**src/rtl/cpu_pkg.sv**
```systemverilog
// Shared CPU front-end definitions.
//   DEFAULT_RESET_VEC / DEFAULT_TRAP_VEC : default vectors for pc_gen
//   pc_src_e                             : next-PC source, exported for trace/debug
package cpu_pkg;

  localparam logic [31:0] DEFAULT_RESET_VEC = 32'h0000_0000;
  localparam logic [31:0] DEFAULT_TRAP_VEC  = 32'h0000_0180;

  typedef enum logic [2:0] {
    PC_SRC_SEQ,
    PC_SRC_BRANCH,
    PC_SRC_JUMP,
    PC_SRC_RET,
    PC_SRC_ERET,
    PC_SRC_TRAP,
    PC_SRC_HOLD
  } pc_src_e;

endpackage

```
**src/rtl/pc_gen_if.sv**
```systemverilog
// Control/status bundle between decode (master) and pc_gen (slave).
//   master drives: stall, branch, offset, jump, call, ret, target, trap, eret
//   slave drives : ins_addr, epc, ras_empty, ras_full, ras_underflow, pc_src
interface pc_gen_if
  import cpu_pkg::*;
#(
  parameter int unsigned ADDR_W = 32
);
  logic              stall;
  logic              branch;
  logic [ADDR_W-1:0] offset;
  logic              jump;
  logic              call;
  logic              ret;
  logic [ADDR_W-1:0] target;
  logic              trap;
  logic              eret;

  logic [ADDR_W-1:0] ins_addr;
  logic [ADDR_W-1:0] epc;
  logic              ras_empty;
  logic              ras_full;
  logic              ras_underflow;
  pc_src_e           pc_src;

  modport master (
    output stall, branch, offset, jump, call, ret, target, trap, eret,
    input  ins_addr, epc, ras_empty, ras_full, ras_underflow, pc_src
  );

  modport slave (
    input  stall, branch, offset, jump, call, ret, target, trap, eret,
    output ins_addr, epc, ras_empty, ras_full, ras_underflow, pc_src
  );
endinterface

```
**src/rtl/pc_gen_ras_stack.sv**
```systemverilog
// Circular return-address stack.
//   clk, reset (async, active-low)
//   push, pop : push+pop on a non-empty stack replaces the top entry;
//               pop on empty is ignored; push on full overwrites the oldest
//   wdata     : value pushed
//   top       : current top entry (undefined when empty)
//   empty/full: count == 0 / count == DEPTH
module ras_stack #(
  parameter int unsigned ADDR_W = 32,
  parameter int unsigned DEPTH  = 4
) (
  input  logic              clk,
  input  logic              reset,
  input  logic              push,
  input  logic              pop,
  input  logic [ADDR_W-1:0] wdata,
  output logic [ADDR_W-1:0] top,
  output logic              empty,
  output logic              full
);
  localparam int unsigned PTR_W = $clog2(DEPTH);

  logic [ADDR_W-1:0] mem [DEPTH];
  logic [PTR_W-1:0]  tp;
  logic [PTR_W:0]    cnt;

  logic              do_pop;
  logic              wr_en;
  logic [PTR_W-1:0]  wr_idx;

  assign empty  = (cnt == '0);
  assign full   = (cnt == (PTR_W+1)'(DEPTH));
  assign top    = mem[tp];
  assign do_pop = pop & ~empty;

  // Replace writes the current top slot; a plain push writes one slot up,
  // which on a full stack is the oldest entry, so the wrap drops it.
  always_comb begin
    wr_en  = push;
    wr_idx = do_pop ? tp : tp + 1'b1;
  end

  always_ff @(posedge clk or negedge reset) begin
    if (!reset) begin
      tp  <= '0;
      cnt <= '0;
    end else if (push && !do_pop) begin
      tp <= tp + 1'b1;
      if (!full) cnt <= cnt + 1'b1;
    end else if (do_pop && !push) begin
      tp  <= tp - 1'b1;
      cnt <= cnt - 1'b1;
    end
  end

  always_ff @(posedge clk) begin
    if (wr_en) mem[wr_idx] <= wdata;
  end

endmodule

```
**src/rtl/pc_gen.sv**
```systemverilog
// Program-counter generator with stall, trap/eret and a return-address stack.
//   clk, reset (async, active-low)
//   bus (pc_gen_if.slave): control strobes in; ins_addr, epc, RAS status out
// Next-PC priority: trap > stall > eret > ret > jump/call > branch > sequential.
module pc_gen
  import cpu_pkg::*;
#(
  parameter int unsigned             ADDR_W      = 32,
  parameter logic [ADDR_W-1:0]       RESET_VEC   = ADDR_W'(DEFAULT_RESET_VEC),
  parameter logic [ADDR_W-1:0]       TRAP_VEC    = ADDR_W'(DEFAULT_TRAP_VEC),
  parameter int unsigned             INSTR_BYTES = 4,
  parameter int unsigned             RAS_DEPTH   = 4
) (
  input  logic     clk,
  input  logic     reset,
  pc_gen_if.slave  bus
);
  localparam logic [ADDR_W-1:0] INC        = ADDR_W'(INSTR_BYTES);
  localparam logic [ADDR_W-1:0] ALIGN_MASK = ADDR_W'(INSTR_BYTES - 1);

  logic [ADDR_W-1:0] pc;
  logic [ADDR_W-1:0] epc;
  logic [ADDR_W-1:0] nxt_raw;
  logic [ADDR_W-1:0] nxt_pc;
  logic [ADDR_W-1:0] ret_addr;
  logic [ADDR_W-1:0] ras_top;
  logic              ras_empty;
  logic              ras_full;
  logic              accept;
  logic              ras_push;
  logic              ras_pop;
  pc_src_e           src;

  assign ret_addr = pc + INC;

  always_comb begin
    src      = PC_SRC_SEQ;
    nxt_raw  = ret_addr;
    accept   = ~bus.trap & ~bus.stall & ~bus.eret;
    ras_push = accept & bus.call;
    ras_pop  = accept & bus.ret;

    if (bus.trap) begin
      src     = PC_SRC_TRAP;
      nxt_raw = TRAP_VEC;
    end else if (bus.stall) begin
      src     = PC_SRC_HOLD;
      nxt_raw = pc;
    end else if (bus.eret) begin
      src     = PC_SRC_ERET;
      nxt_raw = epc;
    end else if (bus.ret) begin
      src     = PC_SRC_RET;
      nxt_raw = ras_empty ? bus.target : ras_top;
    end else if (bus.jump || bus.call) begin
      src     = PC_SRC_JUMP;
      nxt_raw = bus.target;
    end else if (bus.branch) begin
      src     = PC_SRC_BRANCH;
      nxt_raw = pc + bus.offset;
    end

    nxt_pc = nxt_raw & ~ALIGN_MASK;
  end

  always_ff @(posedge clk or negedge reset) begin
    if (!reset) begin
      pc  <= RESET_VEC;
      epc <= '0;
    end else begin
      pc <= nxt_pc;
      if (bus.trap) epc <= pc;
    end
  end

  ras_stack #(
    .ADDR_W (ADDR_W),
    .DEPTH  (RAS_DEPTH)
  ) u_ras (
    .clk   (clk),
    .reset (reset),
    .push  (ras_push),
    .pop   (ras_pop),
    .wdata (ret_addr),
    .top   (ras_top),
    .empty (ras_empty),
    .full  (ras_full)
  );

  assign bus.ins_addr      = pc;
  assign bus.epc           = epc;
  assign bus.ras_empty     = ras_empty;
  assign bus.ras_full      = ras_full;
  assign bus.ras_underflow = ras_pop & ras_empty;
  assign bus.pc_src        = src;

endmodule

```
**src/flat_wrapper.sv**
```systemverilog
// flat-port wrapper written by rule: the top's interface ports become plain ports
module pc_gen_flat import cpu_pkg::*;
#(
  parameter int unsigned             ADDR_W      = 32,
  parameter logic [ADDR_W-1:0]       RESET_VEC   = ADDR_W'(DEFAULT_RESET_VEC),
  parameter logic [ADDR_W-1:0]       TRAP_VEC    = ADDR_W'(DEFAULT_TRAP_VEC),
  parameter int unsigned             INSTR_BYTES = 4,
  parameter int unsigned             RAS_DEPTH   = 4
)
  (clk, reset, bus_stall, bus_branch, bus_offset, bus_jump, bus_call, bus_ret, bus_target, bus_trap, bus_eret, bus_ins_addr, bus_epc, bus_ras_empty, bus_ras_full, bus_ras_underflow, bus_pc_src);
  pc_gen_if #(.ADDR_W(ADDR_W)) bus_i ();
  input  logic clk;
  input  logic reset;
  input wire logic [$bits(bus_i.stall)-1:0] bus_stall;
  input wire logic [$bits(bus_i.branch)-1:0] bus_branch;
  input wire logic [$bits(bus_i.offset)-1:0] bus_offset;
  input wire logic [$bits(bus_i.jump)-1:0] bus_jump;
  input wire logic [$bits(bus_i.call)-1:0] bus_call;
  input wire logic [$bits(bus_i.ret)-1:0] bus_ret;
  input wire logic [$bits(bus_i.target)-1:0] bus_target;
  input wire logic [$bits(bus_i.trap)-1:0] bus_trap;
  input wire logic [$bits(bus_i.eret)-1:0] bus_eret;
  output wire logic [$bits(bus_i.ins_addr)-1:0] bus_ins_addr;
  output wire logic [$bits(bus_i.epc)-1:0] bus_epc;
  output wire logic [$bits(bus_i.ras_empty)-1:0] bus_ras_empty;
  output wire logic [$bits(bus_i.ras_full)-1:0] bus_ras_full;
  output wire logic [$bits(bus_i.ras_underflow)-1:0] bus_ras_underflow;
  output wire logic [$bits(bus_i.pc_src)-1:0] bus_pc_src;
  assign bus_i.stall = bus_stall;
  assign bus_i.branch = bus_branch;
  assign bus_i.offset = bus_offset;
  assign bus_i.jump = bus_jump;
  assign bus_i.call = bus_call;
  assign bus_i.ret = bus_ret;
  assign bus_i.target = bus_target;
  assign bus_i.trap = bus_trap;
  assign bus_i.eret = bus_eret;
  assign bus_ins_addr = bus_i.ins_addr;
  assign bus_epc = bus_i.epc;
  assign bus_ras_empty = bus_i.ras_empty;
  assign bus_ras_full = bus_i.ras_full;
  assign bus_ras_underflow = bus_i.ras_underflow;
  assign bus_pc_src = bus_i.pc_src;
  pc_gen #(.ADDR_W(ADDR_W), .RESET_VEC(RESET_VEC), .TRAP_VEC(TRAP_VEC), .INSTR_BYTES(INSTR_BYTES), .RAS_DEPTH(RAS_DEPTH)) u_core (.clk(clk), .reset(reset), .bus(bus_i));
endmodule
```
**config.mk**
```make
export PLATFORM = sky130hd
export DESIGN_NAME = pc_gen_flat
export DESIGN_NICKNAME = d
export VERILOG_FILES = /design/src/rtl/cpu_pkg.sv /design/src/rtl/pc_gen_if.sv /design/src/rtl/pc_gen_ras_stack.sv /design/src/rtl/pc_gen.sv /design/src/flat_wrapper.sv
export SDC_FILE = /design/constraint.sdc
export NUM_CORES = 1
export LEC_CHECK = 0
export ABC_AREA = 1
export CAP_MARGIN = 40
export CORE_ASPECT_RATIO = 1.1
export CORE_MARGIN = 5
export CORE_UTILIZATION = 57
export DETAILED_ROUTE_END_ITERATION = 10
export GPL_ROUTABILITY_DRIVEN = 0
export HOLD_SLACK_MARGIN = 0.03
export PLACE_DENSITY_LB_ADDON = 0.2
export SYNTH_ARGS = -nofsm -noshare
export SYNTH_HDL_FRONTEND = slang
export SYNTH_SLANG_ARGS = --single-unit
```
**constraint.sdc**
```tcl
create_clock -name clk -period 4.2 [get_ports clk]
set_input_delay 0.84 -clock clk [delete_from_list [all_inputs] [get_ports clk]]
set_output_delay 0.84 -clock clk [all_outputs]
set_load 0.02 [all_outputs]
```
==> summary.txt <==
Floorplanning
  • Core area: 0.0204 mm2
  • Horiz. Die Dim: 147 um
  • Std cell rows: 55
  • Initial Utilization: 0.575
  • # IOs: 143
  • Die height: 161 um
  • DIE AREA: 0.0236 mm2

Drt
  • Iteration-0 DRC Markers: 1514
  • WL per Instance: 18.5 um
  • DRC viols: 0
  • Vias: 10900
  • ANT nets after route: 0
  • DRT Wirelength: 35.1 mm
  • 1st-pass router iterations: 6
  • Via-to-Cell Ratio: 5.77

Logic synthesis
  • Distinct cells, synth: 52
  • Synthesized flop and latch total: 185
  • Syn Inst Count: 1504
  • Yosys warning count: 0
  • EDFF count, synth: 120
  • Ranking of synthesized cells by area: edfxtp_1, nand2_1, dfrtp_1
  • Synth area leader: edfxtp_1
  • Cell Area, Synth: 0.0117 mm2
  • Async set-or-reset flop fraction in the synthesized netlist: 0.351
  • Sequential fraction of the synthesis area: 0.445
  • Synthesized area per cell: 7.81 um2
  • Most common flop cell mapped by yosys: edfxtp_1
  • Top-area cell type share of the netlist area: 0.307

Finish
  • Most frequent cells in the layout: nand2_1, inv_1, clkdlybuf4s50_1
  • Fillers: 1649
  • Area grow syn2layout: 17.6%
  • Leading cell type in the layout, fill and taps excluded: nand2_1
  • NumNets Final: 1729
  • Diode count: 0
  • Share of layout cells above drive strength 1: 0.0728
  • Layout Cells excl Fill: 1891
  • Register area: 0.00523 mm2
  • Finished Cell Area: 0.0138 mm2
  • Final core occ: 0.676
  • Area of the multi-input gates: 0.00550 mm2

Critical path
  • Worst Path Max Fanout: 5
  • Worst setup EP type: output pin
  • CP max stage delay: 0.63 ns
  • Most common cell on crit path: clkdlybuf4s50_1
  • Crit path kind: in -> out
  • Worst Path Required: 3.36 ns
  • Cell Chain, Critical Path: clkdlybuf4s50_1 -> nor2_4 -> inv_2 -> nor2_2 -> nor2_1 -> o21bai_1 -> clkdlybuf4s50_1
  • Worst Setup Start Kind: input pin
  • Arrival time at the worst endpoint: 2.71 ns
  • Slowest-stage cell, CP: clkdlybuf4s50_1

Power and ir drop
  • Cell Int Power: 3.72 mW
  • Switching Fraction: 0.390
  • Sequential Power Share: 0.371
  • Sw Pwr: 2.38 mW
  • Total power: 6.10 mW
  • Clk network pwr share: 0.260
  • Peak VDD IR: 0.000319 V
  • Static Leakage: 6.21 nW
  • Comb power frac: 0.370
  • Pwr per Cell Area: 442 mW/mm2

Clock network
  • Post-CTS Hold Buffers: 0
  • Postcts setup bufs: 0
  • CTS root buf: clkbuf_16
  • CTS tree: done
  • Clock transition at the registers of the reported paths: 0.08 ns
  • Post-CTS Resized: 0
  • Cts bufs inserted: 17
  • CTS Buffer Depth: 2
  • CTS sink cnt: 185
  • Worst-Skew Late Latency: 0.43 ns
  • CTS H-tree lvls: 4

Global routing
  • Pin count of the biggest net entering global routing: 65
  • Grt ovf: 0
  • Vias in the first global route: 10400
  • First-pass GRT wire length: 55.4 mm
  • Total GRT Usage: 0.297
  • Antenna violations before repair: 0

STA
  • Hold Worst Slack: 0.470 ns
  • Slew at the pin with the worst max-slew slack: 0.821 ns
  • Final setup violation count: 0
  • Max Freq: 281 MHz
  • Total negative slack: 0 ns
  • Unrepaired setup endpoints after global routing: no
  • Clock skew: 0.0124 ns
  • Final worst path period share: 0.846
  • Final Max Slew Viols: 0
  • Final min period: 3.55 ns
  • Relative slew slack: 0.453
  • Post-route setup slack: 0.645 ns
  • Final Hold Viols: 0

Placed design
  • Placed wire-length estimate: 26.0 mm
  • Pre-CTS setup slack: 0.651 ns
  • Placed cells: 1859
  • Placement Cell Area: 0.0132 mm2
  • Number of port buffers: 134

Run status
  • Status: completed

Flow run
  • Max_cap viols: 0

Hold path
  • Class of the worst hold path: reg -> reg
## state kept, by name, indices dropped and copies added (netlist names)
signal               cells
u_core.u_ras.cnt         3
u_core.u_ras.mem       120
u_core.bus.epc          30
u_core.u_ras.tp          2
u_core.bus.ins_addr     30
## synthesized netlist by cell type, types with 4 or more instances
| cell | count |
|---|---|
| ha_1 | 32 |
| nor2_4 | 6 |
| a221o_1 | 16 |
| o21ai_0 | 65 |
| dfrtp_1 | 65 |
| o21ai_1 | 12 |
| buf_2 | 11 |
| o21bai_1 | 4 |
| buf_4 | 8 |
| o221ai_1 | 4 |
| buf_1 | 6 |
| nand3_1 | 83 |
| inv_2 | 11 |
| inv_1 | 169 |
| xor2_1 | 26 |
| nand2_1 | 496 |
| o211ai_1 | 14 |
| nand4_1 | 9 |
| edfxtp_1 | 120 |
| clkbuf_1 | 25 |
| a32o_1 | 8 |
| a21oi_1 | 130 |
| or2_2 | 14 |
| a21o_1 | 4 |
| xnor2_1 | 8 |
| nor3_1 | 10 |
| nor3_2 | 6 |
| nor2_1 | 92 |
| nand2_2 | 7 |
| clkbuf_8 | 9 |
| and2_1 | 5 |
## per-layer routing
layer,track usage,vias to the layer above,part of all wire
met3,0.0449,81,0.093
li1,-,5191,-
met5,0,-,0
met4,0.0928,0,0.030
met1,0.422,5029,0.41
met2,0.473,611,0.46
## worst paths after layout
path / from / cells after the start / to / slack, ns
setup / recovery: bus_call / 7 / bus_pc_src[0] / 0.65
hold / removal: u_core.u_ras.cnt[2] / 1 / u_core.u_ras.cnt[2] / 0.47
setup reg to reg: u_core.u_ras.cnt[0] / 10 / u_core.u_ras.mem[0][29] / 1.35
hold reg to reg: u_core.u_ras.cnt[2] / 1 / u_core.u_ras.cnt[2] / 0.47
max in group asynchronous: reset / 2 / u_core.bus.ins_addr[26] / 2.73
min in group asynchronous: reset / 1 / u_core.bus.epc[2] / 0.49
## cell families after synthesis
kind of cell	synth area share
buffers and inverters	0.0888
other	0.000319
AOI/OAI and AO/OA	0.132
adders and majority gates	0.0375
and+or+nand+nor	0.268
xor gates and xnor gates	0.0267
DFF	0.445
muxes	0.000959
## critical path, delay by kind of cell
kind / cells / cell delay, ns
buffers and inverters: 3 / 1.15
AO/OA/AOI/OAI: 1 / 0.17
AND/OR/NAND/NOR: 3 / 0.55
## final cells by class
cell class,count,share of cell area
sequential,185,0.379
clock buffer,19,0.0328
clock inverter,13,0.00942
inverter,181,0.0492
tap,256,0.0232
multi-input combinational,1081,0.398
timing repair buffer,156,0.109
## power groups by stage
stage | Sequential, mW | Combinational (mW) | Clock (mW)
final | 2.26 | 2.25 | 1.59
after global routing | 2.28 | 2.47 | 1.67
after CTS | 2.26 | 2.22 | 1.58
after detailed placement | 2.29 | 2.20 | 0
after global placement | 2.29 | 2.14 | 0
after floorplan | 2.30 | 1.45 | 0
No activity file was read; power rests on OpenSTA's default activity.
